[config.mk]
export PLATFORM = sky130hd
export DESIGN_NAME = opreg_pipe_flat
export DESIGN_NICKNAME = d
export VERILOG_FILES = /design/src/rtl/dsp_pkg.sv /design/src/rtl/opreg_pipe_if.sv /design/src/rtl/opreg_stage.sv /design/src/rtl/opreg_pipe.sv /design/src/flat_wrapper.sv
export SDC_FILE = /design/constraint.sdc
export NUM_CORES = 1
export LEC_CHECK = 0
export CORE_UTILIZATION = 29
export DETAILED_ROUTE_END_ITERATION = 6
export PLACE_DENSITY = 0.75
export SETUP_SLACK_MARGIN = 0.4
export SLEW_MARGIN = 20
export SYNTH_ARGS = -nofsm -noshare
export SYNTH_HDL_FRONTEND = slang
export SYNTH_SLANG_ARGS = --single-unit
[constraint.sdc]
create_clock -name CLK -period 0.9 [get_ports CLK]
set_input_delay 0.18 -clock CLK [delete_from_list [all_inputs] [get_ports CLK]]
set_output_delay 0.18 -clock CLK [all_outputs]
set_load 0.01 [all_outputs]
[src/rtl/dsp_pkg.sv]
// Shared constants for the DSP48A1-style datapath slices.
// Holds the operand widths, the pipeline depth limit and the input-select encoding.
package dsp_pkg;

    localparam int OPREG_DEPTH_MAX = 4;

    localparam int A_W = 18;
    localparam int B_W = 18;
    localparam int D_W = 18;
    localparam int C_W = 48;

    localparam logic SEL_DIRECT  = 1'b0;
    localparam logic SEL_CASCADE = 1'b1;

endpackage

[src/rtl/opreg_pipe_if.sv]
// Operand pipeline bus: enable, input select, both operand sources and the outputs.
// The slave modport belongs to the pipe; the master side is whoever feeds and consumes it.
interface opreg_pipe_if #(
    parameter int WIDTH = 18
);
    logic             CE;
    logic             SEL_CASC;
    logic [WIDTH-1:0] D;
    logic [WIDTH-1:0] DCIN;
    logic [WIDTH-1:0] Q;
    logic [WIDTH-1:0] DCOUT;
    logic             VALID;

    modport master (
        output CE, SEL_CASC, D, DCIN,
        input  Q, DCOUT, VALID
    );

    modport slave (
        input  CE, SEL_CASC, D, DCIN,
        output Q, DCOUT, VALID
    );
endinterface

[src/rtl/opreg_stage.sv]
// One WIDTH-bit operand register with synchronous active-high reset and clock enable.
// Reset takes priority over enable.
module opreg_stage #(
    parameter int WIDTH = 18
) (
    input  logic             CLK,
    input  logic             RST,
    input  logic             CE,
    input  logic [WIDTH-1:0] D,
    output logic [WIDTH-1:0] Q
);

    always_ff @(posedge CLK) begin
        if (RST) begin
            Q <= '0;
        end else if (CE) begin
            Q <= D;
        end
    end

endmodule

[src/rtl/opreg_pipe.sv]
// Parametrised operand input pipeline with direct/cascade input select and fill tracking.
// DEPTH=0 degenerates to a pure input mux with VALID tied high.
module opreg_pipe
    import dsp_pkg::*;
#(
    parameter int WIDTH = D_W,
    parameter int DEPTH = 1
) (
    input  logic         CLK,
    input  logic         RST,
    opreg_pipe_if.slave  bus
);

    logic [WIDTH-1:0] x_p0;

    assign x_p0 = (bus.SEL_CASC == SEL_CASCADE) ? bus.DCIN : bus.D;

    if (DEPTH < 0 || DEPTH > OPREG_DEPTH_MAX || WIDTH < 1 || WIDTH > C_W) begin : g_bad_param
        $error("opreg_pipe: unsupported WIDTH=%0d DEPTH=%0d", WIDTH, DEPTH);
    end

    if (DEPTH == 0) begin : g_bypass
        // No state at all: clock, reset and enable are intentionally ignored.
        logic unused_ctrl;
        assign unused_ctrl = &{1'b0, CLK, RST, bus.CE};

        assign bus.Q     = x_p0;
        assign bus.DCOUT = x_p0;
        assign bus.VALID = 1'b1;
    end else begin : g_pipe
        localparam int FILL_W = $clog2(DEPTH + 1);
        localparam logic [FILL_W-1:0] FILL_FULL = FILL_W'(DEPTH);

        logic [WIDTH-1:0]  stage_p [DEPTH+1];
        logic [FILL_W-1:0] fill_p;

        function automatic logic [FILL_W-1:0] fill_sat_inc(input logic [FILL_W-1:0] f);
            return (f == FILL_FULL) ? f : f + 1'b1;
        endfunction

        assign stage_p[0] = x_p0;

        for (genvar i = 0; i < DEPTH; i++) begin : g_stage
            opreg_stage #(
                .WIDTH (WIDTH)
            ) u_stage (
                .CLK (CLK),
                .RST (RST),
                .CE  (bus.CE),
                .D   (stage_p[i]),
                .Q   (stage_p[i+1])
            );
        end

        // Fill counter advances with the data and saturates, so VALID never falls back on wrap.
        always_ff @(posedge CLK) begin
            if (RST) begin
                fill_p <= '0;
            end else if (bus.CE) begin
                fill_p <= fill_sat_inc(fill_p);
            end
        end

        assign bus.Q     = stage_p[DEPTH];
        assign bus.DCOUT = stage_p[DEPTH];
        assign bus.VALID = (fill_p == FILL_FULL);
    end

endmodule

[src/flat_wrapper.sv]
// flat-port wrapper written by rule: the top's interface ports become plain ports
module opreg_pipe_flat import dsp_pkg::*;
#(
    parameter int WIDTH = D_W,
    parameter int DEPTH = 1
)
  (CLK, RST, bus_CE, bus_SEL_CASC, bus_D, bus_DCIN, bus_Q, bus_DCOUT, bus_VALID);
  opreg_pipe_if #(.WIDTH(WIDTH)) bus_i ();
  input  logic CLK;
  input  logic RST;
  input wire logic [$bits(bus_i.CE)-1:0] bus_CE;
  input wire logic [$bits(bus_i.SEL_CASC)-1:0] bus_SEL_CASC;
  input wire logic [$bits(bus_i.D)-1:0] bus_D;
  input wire logic [$bits(bus_i.DCIN)-1:0] bus_DCIN;
  output wire logic [$bits(bus_i.Q)-1:0] bus_Q;
  output wire logic [$bits(bus_i.DCOUT)-1:0] bus_DCOUT;
  output wire logic [$bits(bus_i.VALID)-1:0] bus_VALID;
  assign bus_i.CE = bus_CE;
  assign bus_i.SEL_CASC = bus_SEL_CASC;
  assign bus_i.D = bus_D;
  assign bus_i.DCIN = bus_DCIN;
  assign bus_Q = bus_i.Q;
  assign bus_DCOUT = bus_i.DCOUT;
  assign bus_VALID = bus_i.VALID;
  opreg_pipe #(.WIDTH(WIDTH), .DEPTH(DEPTH)) u_core (.CLK(CLK), .RST(RST), .bus(bus_i));
endmodule
==> out/metrics.yaml <==
synthesis:
  synth_cell_types: 10
  synthCells: 101
  syn_avg_cell_area_um2: 9.64
  yosys_warnings: 0
  ys_seq_area_share_pct: 39.1
  ys_ff_latch: 19
  syn_area_um2: 973
  syn-num-nets: 141
timing:
  fin_crit_sh_pct: 108
  postLayoutSetupSlackWorst_ps: -75.0
  setup_viol: 37
  post-route-min-period_ps: 975
  finalHoldViolCount: 0
  clock.fmax_mhz: 1030
  maxSlewViolCount: 0
  grt_setup_unrepaired: "yes"
  slew_headroom_pct: 87.6
  skew_ps: 0
  worst_slew_pin_slew_ps: 181
pwr:
  cell_internal_pwr_uw: 1630
  peakVddDrop_v: 0.000623
  p_per_area_nw_per_um2: 1070
  pwr-share-clk_pct: 18.6
  p_leak_uw: 0.000949
  p_comb_share_pct: 39.2
  power_frac_seq_pct: 42.2
  p_sw_uw: 681
  switching_share_pct: 29.5
floorplan:
  std_cell_rows: 20
  die_width_um: 59.9
  die-area_um2: 3590
  initial_core_util_pct: 31.1
  fp.dieH_um: 59.9
  core_area_um2: 3130
  pin_count: 77
global_route:
  grt_usage_pct: 18.9
  grt_start_max_net_pins: 19
  grt_first_pass_wirelength_mm: 4.93
  grt_pass1_vias: 1026
  grt_overflow: 0
  antenna_found_initial: 0
clock_network:
  path_clk_slew_ps: 120
  cts_made_buffers: 3
  cts_sinks: 19
  clockBufferDepth: 2
  cts_tree: "done"
  htreeDepth: 1
  root_buffer: "clkbuf_4"
  clock_latency_ps: 290
  ctsHoldBuffers: 0
run_status:
  violations: "negative setup slack"
  status: "finished, violations left"
worst_setup_path:
  path_buf_inv: 1
  end_kind: "output port"
  r2r_setup_slack_ps: 80
  cp.arrival_ps: 800
  cp-startpoint: "u_core.g_pipe.g_stage[0].u_stage.Q[14]"
  r2r-start: "u_core.g_pipe.g_stage[0].u_stage.Q[0]"
  cpLargestDelayFamily: "flip-flops"
  crit_path_start_kind: "register"
  crit_path_top_delay_cell: "dfxtp_4"
  worstPathRequired_ps: 720
  path_max_fanout: 3
  path_class: "reg2out"
  cp_slowest_stage_delay_ps: 380
  path_cells: "buf_6"
finish:
  final_common_cell: "buf_6"
  n_antenna_cell: 0
  fin_nets: 220
  most-common-layout-cells: "buf_6, dlygate4sd2_1, mux2i_1, a211oi_2, dfxtp_4"
  regArea_um2: 439
  postLayoutCellArea_um2: 2150
  drive_gt1_share_pct: 66.5
  fillers: 252
  utilization_pct: 68.7
  syn_to_final_growth_pct: 121
  multi_input_area_um2: 569
placement:
  dpl.hpwl_mm: 1.91
  place_congestion: 0.701
  post_dp_cell_area_um2: 1700
  io_buffers: 76
detailed_routing:
  dr.pass1.iters: 4
  wirelength_mm: 3.38
  vias: 1041
  final_antenna_net_count: 0
  drcViolationCount: 0
  avgViaCountPerCell: 4.67
  routedWlPerCell_um: 15.2
  drt_iter0_markers: 33
worst_hold_path:
  hp-class: "in2reg"
  hp-start: "bus_D[1]"
run:
  drv_cap: 0
-- power groups by stage --
stage,Sequential [µW],Combinational (µW),Clock (µW)
floorplan,1020,371,0
detailed placement,984,698,0
global placement,979,689,0
global route,984,963,502
CTS,988,817,452
finish,975,906,429
-- cell usage after synthesis --
library cell,instances,area share [%]
mux2i_1,18,19
nor2_1,20,7.7
buf_12,1,2.1
a211oi_1,17,13
a211oi_2,1,1.3
buf_2,4,2.1
buf_6,1,1.2
buf_4,19,15
buf_1,1,0.39
dfxtp_1,19,39
-- per-stage QoR --
stage               cells  worst slack, ps  total power (µW)  hold slack [ps]  TNS, ps
global placement      199             -411              1670              439   -12010
detailed placement    199             -473              1680              452   -12570
finish                223            -75.0              2310              338    -2150
floorplan             101             80.0              1390              402        0
CTS                   214            -89.5              2260              333    -2660
global route          223             -122              2450              324    -3780
-- repair_timing --
action / 4_1_cts / 5_1_grt
gates resized for setup: 251 / 29
pin swaps: 20 / 4
endpoints found under the hold margin: 0 / 0
cloned: 5 / 0
setup endpoints to repair: 56 / 56
setup buffers: 6 / 9
-- cell type report --
type                            instances  area share [%]
Clock buffer                            3            1.05
Tap cell                               44            2.56
Multi-Input combinational cell         56            26.5
Sequential cell                        19            20.4
Timing Repair Buffer                  100            49.2
Clock inverter                          1           0.233
-- final timing paths --
path              cells past startpoint                               endpoint
setup / recovery                      1                          bus_DCOUT[14]
hold / removal                        3  u_core.g_pipe.g_stage[0].u_stage.Q[1]
setup reg to reg                      4  u_core.g_pipe.g_stage[0].u_stage.Q[0]
hold reg to reg                       2                       u_core.bus.VALID
-- kinds of logic (layout without fill, tap and decap cells) --
kind of cell / Yosys count / after routing / synth area share [%]
compound gates: 18 / 18 / 14.4
flops: 19 / 19 / 39.1
mux: 18 / 18 / 18.5
buf+inv: 26 / 104 / 20.3
simple gates: 20 / 20 / 7.71
-- worst reg2reg max path: cells and delay by family (launching register included) --
kind	cells	cell delay [ps]
and+or+nand+nor	1	70
buffers and inverters	2	240
DFF	1	370
AOI/OAI and AO/OA	1	30
-- routing by layer --
layer	global-route usage, %	vias to the layer above	wire, µm
met5	0	-	0
met4	3.99	0	0
met3	4.76	0	281
met2	35.7	56	1810
met1	21.1	485	1290
li1	-	500	-
-- sequential cells by signal, indices dropped and copies added (netlist names) --
signal,cells
u_core.bus.VALID,1
u_core.g_pipe.g_stage.u_stage.Q,18
No activity file was read; power rests on OpenSTA's default activity.
